**src/rtl/imem_fetch_ctrl.sv**
```systemverilog
// -----------------------------------------------------------------------------
// imem_fetch_ctrl
// Instruction-memory loader and fetch controller.
//   LOAD : accepts 32-bit big-endian program words from a loader and writes
//          them into byte-wide instruction memory, one byte per cycle.
//   RUN  : drives pc into a combinational-read memory and captures the
//          returned word into the IF/ID register (1-cycle fetch latency).
//          Supports stall (hold) and redirect (jump/branch, flushes IF/ID).
//          A fetched all-zero word marks end of program and halts.
//   HALT : everything frozen until reset.
//
// Optional feature macro: IMEM_BOUND_CHECK_EN
//   When defined, a RUN fetch at a misaligned pc or beyond the last full word
//   raises a sticky fault and halts. Otherwise fault is tied to 0.
//
// Ports
//   clk, reset            : rising-edge clock, async active-low reset
//   load_valid/load_word  : loader word offer; load_ready = accept this cycle
//   load_done             : one-cycle pulse, program image complete
//   mem_we/waddr/wdata    : byte write port into instruction memory
//   pc / inst_code        : fetch address out, instruction word back
//   stall                 : hold IF/ID and pc
//   redirect_valid/_pc    : taken jump/branch target
//   if_valid/if_inst/if_pc: IF/ID register contents
//   state                 : LOAD=0, RUN=1, HALT=2
//   fault                 : out-of-range fetch (bound check build only)
// -----------------------------------------------------------------------------
module imem_fetch_ctrl #(
   parameter int unsigned MEM_BYTES = 36,
   parameter logic [31:0] RESET_PC  = 32'h0
) (
   input  logic        clk,
   input  logic        reset,
   input  logic        load_valid,
   input  logic [31:0] load_word,
   output logic        load_ready,
   input  logic        load_done,
   output logic        mem_we,
   output logic [31:0] mem_waddr,
   output logic [7:0]  mem_wdata,
   output logic [31:0] pc,
   input  logic [31:0] inst_code,
   input  logic        stall,
   input  logic        redirect_valid,
   input  logic [31:0] redirect_pc,
   output logic        if_valid,
   output logic [31:0] if_inst,
   output logic [31:0] if_pc,
   output logic [1:0]  state,
   output logic        fault
);

   typedef enum logic [1:0] {
      ST_LOAD = 2'd0,
      ST_RUN  = 2'd1,
      ST_HALT = 2'd2
   } state_t;

   localparam logic [31:0] MEM_SIZE = 32'(MEM_BYTES);

   // Big-endian byte pick: index 0 is the most significant byte.
   function automatic logic [7:0] sel_byte(input logic [31:0] word, input logic [1:0] idx);
      logic [7:0] b;
      case (idx)
         2'd0:    b = word[31:24];
         2'd1:    b = word[23:16];
         2'd2:    b = word[15:8];
         2'd3:    b = word[7:0];
         default: b = 8'h00;
      endcase
      return b;
   endfunction

   state_t      r_state;
   logic [31:0] r_pc;
   logic [31:0] r_wptr;
   logic [31:0] r_word;
   logic [2:0]  r_byte_cnt;    // bytes of r_word already emitted (1..4)
   logic        r_busy;        // a word is being streamed out byte-wise
   logic        r_done;        // load_done seen while busy
   logic        r_load_ready;
   logic        r_mem_we;
   logic [31:0] r_mem_waddr;
   logic [7:0]  r_mem_wdata;
   logic        r_if_valid;
   logic [31:0] r_if_inst;
   logic [31:0] r_if_pc;

   logic        w_ptr_ok;
   logic [7:0]  w_emit_byte;

   // Writes past the end of memory are dropped and the pointer parks there.
   assign w_ptr_ok    = (r_wptr < MEM_SIZE);
   // First byte comes straight from the accepted word, the rest from r_word.
   assign w_emit_byte = r_busy ? sel_byte(r_word, r_byte_cnt[1:0]) : load_word[31:24];

`ifdef IMEM_BOUND_CHECK_EN
   localparam logic [31:0] LAST_WORD = MEM_SIZE - 32'd4;
   logic r_fault;
   logic w_oob;
   assign w_oob = (r_pc > LAST_WORD) || (r_pc[1:0] != 2'b00);
   assign fault = r_fault;
`else
   assign fault = 1'b0;
`endif

   // Controller FSM: loader, byte writer, fetch stage and all registered outputs.
   always_ff @(posedge clk or negedge reset) begin
      if (!reset) begin
         r_state      <= ST_LOAD;
         r_pc         <= RESET_PC;
         r_wptr       <= 32'd0;
         r_word       <= 32'd0;
         r_byte_cnt   <= 3'd0;
         r_busy       <= 1'b0;
         r_done       <= 1'b0;
         r_load_ready <= 1'b0;
         r_mem_we     <= 1'b0;
         r_mem_waddr  <= 32'd0;
         r_mem_wdata  <= 8'd0;
         r_if_valid   <= 1'b0;
         r_if_inst    <= 32'd0;
         r_if_pc      <= 32'd0;
`ifdef IMEM_BOUND_CHECK_EN
         r_fault      <= 1'b0;
`endif
      end else begin
         r_mem_we <= 1'b0;
         case (r_state)
            ST_LOAD: begin
               if (r_busy) begin
                  if (load_done) begin
                     r_done <= 1'b1;
                  end
                  if (r_byte_cnt == 3'd4) begin
                     // Word finished: now honour any pending done.
                     r_busy <= 1'b0;
                     if (r_done || load_done) begin
                        r_state <= ST_RUN;
                        r_pc    <= RESET_PC;
                        r_done  <= 1'b0;
                     end else begin
                        r_load_ready <= 1'b1;
                     end
                  end else begin
                     r_mem_we    <= w_ptr_ok;
                     r_mem_waddr <= r_wptr;
                     r_mem_wdata <= w_emit_byte;
                     if (w_ptr_ok) begin
                        r_wptr <= r_wptr + 32'd1;
                     end
                     r_byte_cnt <= r_byte_cnt + 3'd1;
                  end
               end else if (load_valid && r_load_ready) begin
                  r_word       <= load_word;
                  r_busy       <= 1'b1;
                  r_done       <= load_done;
                  r_load_ready <= 1'b0;
                  r_byte_cnt   <= 3'd1;
                  r_mem_we     <= w_ptr_ok;
                  r_mem_waddr  <= r_wptr;
                  r_mem_wdata  <= w_emit_byte;
                  if (w_ptr_ok) begin
                     r_wptr <= r_wptr + 32'd1;
                  end
               end else if (load_done) begin
                  r_state      <= ST_RUN;
                  r_pc         <= RESET_PC;
                  r_load_ready <= 1'b0;
               end else begin
                  r_load_ready <= 1'b1;
               end
            end
            ST_RUN: begin
               if (redirect_valid) begin
                  r_pc       <= redirect_pc;
                  r_if_valid <= 1'b0;
               end else if (stall) begin
                  r_pc <= r_pc;
               end
`ifdef IMEM_BOUND_CHECK_EN
               else if (w_oob) begin
                  r_fault    <= 1'b1;
                  r_state    <= ST_HALT;
                  r_if_valid <= 1'b0;
               end
`endif
               else if (inst_code == 32'h0) begin
                  r_state    <= ST_HALT;
                  r_if_valid <= 1'b0;
               end else begin
                  r_if_inst  <= inst_code;
                  r_if_pc    <= r_pc;
                  r_if_valid <= 1'b1;
                  r_pc       <= r_pc + 32'd4;
               end
            end
            ST_HALT: begin
               r_if_valid   <= 1'b0;
               r_load_ready <= 1'b0;
            end
            default: begin
               // Unused encoding behaves as HALT.
               r_state      <= ST_HALT;
               r_if_valid   <= 1'b0;
               r_load_ready <= 1'b0;
            end
         endcase
      end
   end

   assign load_ready = r_load_ready;
   assign mem_we     = r_mem_we;
   assign mem_waddr  = r_mem_waddr;
   assign mem_wdata  = r_mem_wdata;
   assign pc         = r_pc;
   assign if_valid   = r_if_valid;
   assign if_inst    = r_if_inst;
   assign if_pc      = r_if_pc;
   assign state      = r_state;

endmodule

```
**config.mk**
```make
export PLATFORM = sky130hd
export DESIGN_NAME = imem_fetch_ctrl
export DESIGN_NICKNAME = d
export VERILOG_FILES = /design/src/rtl/imem_fetch_ctrl.sv
export SDC_FILE = /design/constraint.sdc
export NUM_CORES = 1
export LEC_CHECK = 0
export CAP_MARGIN = 15
export CORE_MARGIN = 2
export CORE_UTILIZATION = 45
export CTS_BUF_LIST = sky130_fd_sc_hd__clkbuf_4 sky130_fd_sc_hd__clkbuf_8
export DETAILED_ROUTE_END_ITERATION = 7
export PLACE_DENSITY = 0.86
export SYNTH_ARGS = -nofsm -noshare
export SYNTH_HDL_FRONTEND = slang
export SYNTH_SLANG_ARGS = --single-unit
```
**constraint.sdc**
```tcl
create_clock -name clk -period 2.1 [get_ports clk]
set_input_delay 0.42 -clock clk [delete_from_list [all_inputs] [get_ports clk]]
set_output_delay 0.42 -clock clk [all_outputs]
set_load 0.1 [all_outputs]
```
==> results by group <==
Global routing
  • Grt total ovfl: 0
  • Via count of the first global-routing pass: 8050
  • First-pass GRT wire length: 41510 µm
  • GRT Overall Usage: 23.80%
  • Largest net degree at the start of global routing: 88
  • Initial antenna violation count: 2

Synthesis
  • Sequential area share after synthesis: 57.79%
  • Avg Inst Size Synth: 11.41 µm²
  • Cell variety after synth: 57
  • Post-synthesis async set-or-reset flop share: 100.0%
  • Syn_nets: 906
  • Register bit total from synthesis: 210
  • Ys Warns: 0
  • EDFF count, synth: 0
  • Primary FF master, synth: dfrtp_1
  • Mapped cell area: 9094 µm²
  • Post-Synthesis Cells: 797

Timing
  • Slew at the pin with the worst max-slew slack: 0.6326 ns
  • Fin worst setup slack: 0.03635 ns
  • Min Tclk post-route: 2.064 ns
  • Worst hold slack: 0.3015 ns
  • Final hold viol count: 0
  • # setup viols final: 0
  • RSZ-0062 raised after global routing: true
  • Worst Skew: 0.01902 ns
  • Slew Limit Fails: 0
  • Max frequency: 484.6 MHz
  • Rel. slew slack: 57.69%
  • Final cycle utilization of the critical path: 98.27%

Setup path
  • Worst Path Class, Setup: register to register
  • Critical path required time: 2.57 ns
  • FF-to-FF path depth: 5
  • Crit end category: register
  • Worst Path Buf+Inv: 0
  • Crit path launch type: register
  • Crit-path cells: nand4_1 > or4_4 > or4b_1 > o211ai_1 > a32o_1
  • Crit path max fanout: 2
  • CP arrival: 2.53 ns
  • Reg2reg end: pc[31]
  • Reg2reg setup slack: 0.04 ns
  • Slowest CP cell: or4_4
  • Slowest stage delay, CP: 0.58 ns
  • Delay-heaviest family, CP: simple AND/OR/NAND/NOR gates
  • R2R Path Start: pc[27]

Clock tree
  • CTS Sinks: 210
  • CTS tree: built
  • CTS Buffer Depth: 3
  • H-tree levels: 2
  • Cts bufs inserted: 37
  • Root buffer cell: clkbuf_8
  • Worst-path clk slew: 0.06 ns
  • Worst-skew pair later-pin latency: 0.54 ns

Place
  • Pre-CTS setup slack: -0.5843 ns
  • Post-placement cell count: 1327
  • DP Area: 12180 µm²
  • IO Port Bufs: 242
  • Final GP Congestion: 0.8039
  • Dpl hpwl: 17820 µm

Floorplan
  • Die X: 146.2 µm
  • Num ports: 244
  • Row Count: 51
  • CORE AREA: 19650 µm²
  • Die H: 146.2 µm
  • Area of the die: 21360 µm²
  • Starting Density: 46.27%

Drt
  • DRT Pass-1 Iters: 5
  • Routed wire length: 25670 µm
  • # DRC: 0
  • Vias per std cell: 5.488
  • Initial DRC Count: 557
  • Vias: 7689
  • ANT nets after route: 0
  • WL/cell: 18.32 µm

Pwr
  • P_leak: 6.261 nW
  • PD cells: 1724 nW/µm²
  • Peak supply drop: 1052 µV
  • Final Power: 22.65 mW

Finish
  • Commonest non-fill, non-tap cell in the layout: buf_4
  • Area grow syn2layout: 44.48%
  • Highest-count cells in the layout ignoring fill and taps: buf_4, dfrtp_1, nand2_1
  • Final instance area: 13140 µm²
  • Fin cells: 1401
  • Nets: 1217
  • Share of cells above drive strength 1: 32.80%

Worst hold path
  • WHS Endpoint: state[0]
  • Worst min-delay path category: primary input to register
  • WHS Path Cells: 3
  • HP Start: redirect_valid

Flow run
  • Max-Cap Viols: 0

Run status
  • Status: completed
==> synthesized netlist by cell type, drive strengths merged, types with 3 or more instances <==
cell    count  area, µm²
dfrtp     210       5255
nand2     143      536.8
mux2       97       1092
clkbuf     56      210.2
a22o       33      289.0
nor2       24      90.09
o31ai      22      165.2
a211o      18      157.7
a21oi      18      90.09
nor4       18      125.1
o21ai      18      90.09
nand3      17      90.09
buf        15      76.32
nand4      14      87.58
nor3       10      60.06
a222oi      8      80.08
a22oi       8      60.06
ha          7      87.58
inv         6      22.52
o211ai      5      37.54
and3        4      25.02
nand2b      4      25.02
a211oi      3      27.52
and2        3      18.77
and4        3      26.28
or3         3      18.77
xnor2       3      26.28
==> routing by layer <==
layer  vias up  GRT usage (%)  routed length (µm)
met2       333          39.67               12620
met3        62          5.781                1892
met5         -              0                   0
met1      3799          30.32               10380
met4         0          8.883                 777
li1       3495              -                   -
==> how the worst max path moves through the flow <==
stage | from | endpoint | cells after the start
after floorplan | pc[14] | pc[21] | 5
after global placement | load_done | pc[14] | 6
after detailed placement | load_done | pc[6] | 6
after CTS | state[1] | if_inst[7] | 6
after global routing | state[1] | pc[31] | 6
final | pc[27] | pc[31] | 5
==> layout make-up <==
type	count	area, µm²
Antenna cell	2	5.005
Inverter	6	22.52
Clock buffer	57	690.7
Tap cell	265	331.6
Clock inverter	8	98.84
Fill cell	1507	6515
Timing Repair Buffer	342	2944
Multi-Input combinational cell	511	3681
Sequential cell	210	5365
==> worst reg2reg max path: stages, from the launching register on <==
cell and delay [ns]:
dfrtp_4 0.41, nand4_1 0.13, or4_4 0.58, or4b_1 0.50, o211ai_1 0.19, a32o_1 0.19
==> sequential cells by signal (all words and copies together), names as in the netlist <==
name	cells
if_inst	32
if_pc	32
if_valid	1
load_ready	1
mem_waddr	32
mem_wdata	8
mem_we	1
pc	32
r_busy	1
r_byte_cnt	3
r_done	1
r_word	32
r_wptr	32
state	2
==> kinds of logic after synthesis <==
kind of cell | Yosys count | synth area share (%)
and+or+nand+nor | 253 | 13.03
other | 1 | 0.04124
xor gates and xnor gates | 5 | 0.4817
adders and majority gates | 7 | 0.9631
buffers and inverters | 77 | 3.398
AOI/OAI and AO/OA | 145 | 12.07
DFF | 210 | 57.79
muxes | 99 | 12.23
==> repair_timing <==
item	in CTS	in global routing
pin swaps	2	4
endpoints found under the hold margin	36	0
setup endpoints to repair	74	65
resized for setup	4	17
hold buffers	1	0
cloned	2	0
setup buffers	3	1
==> stage by stage <==
stage | utilization [%] | TNS, ns
detailed placement | 61.99 | -50.07
global route | 66.84 | -0.01292
CTS | 66.54 | 0
global placement | 61.99 | -45.76
finish | 66.85 | 0
floorplan | - | -1.370
==> report_power, final <==
part | leakage (nW) | internal (mW) | total, mW | switching [mW]
registers | 2.66 | 5.42 | 6.28 | 0.857
logic | 3.18 | 3.23 | 12.4 | 9.19
clock network | 0.422 | 2.25 | 3.96 | 1.70
total | 6.26 | 10.9 | 22.7 | 11.8
(Power assumes the default switching activity.)
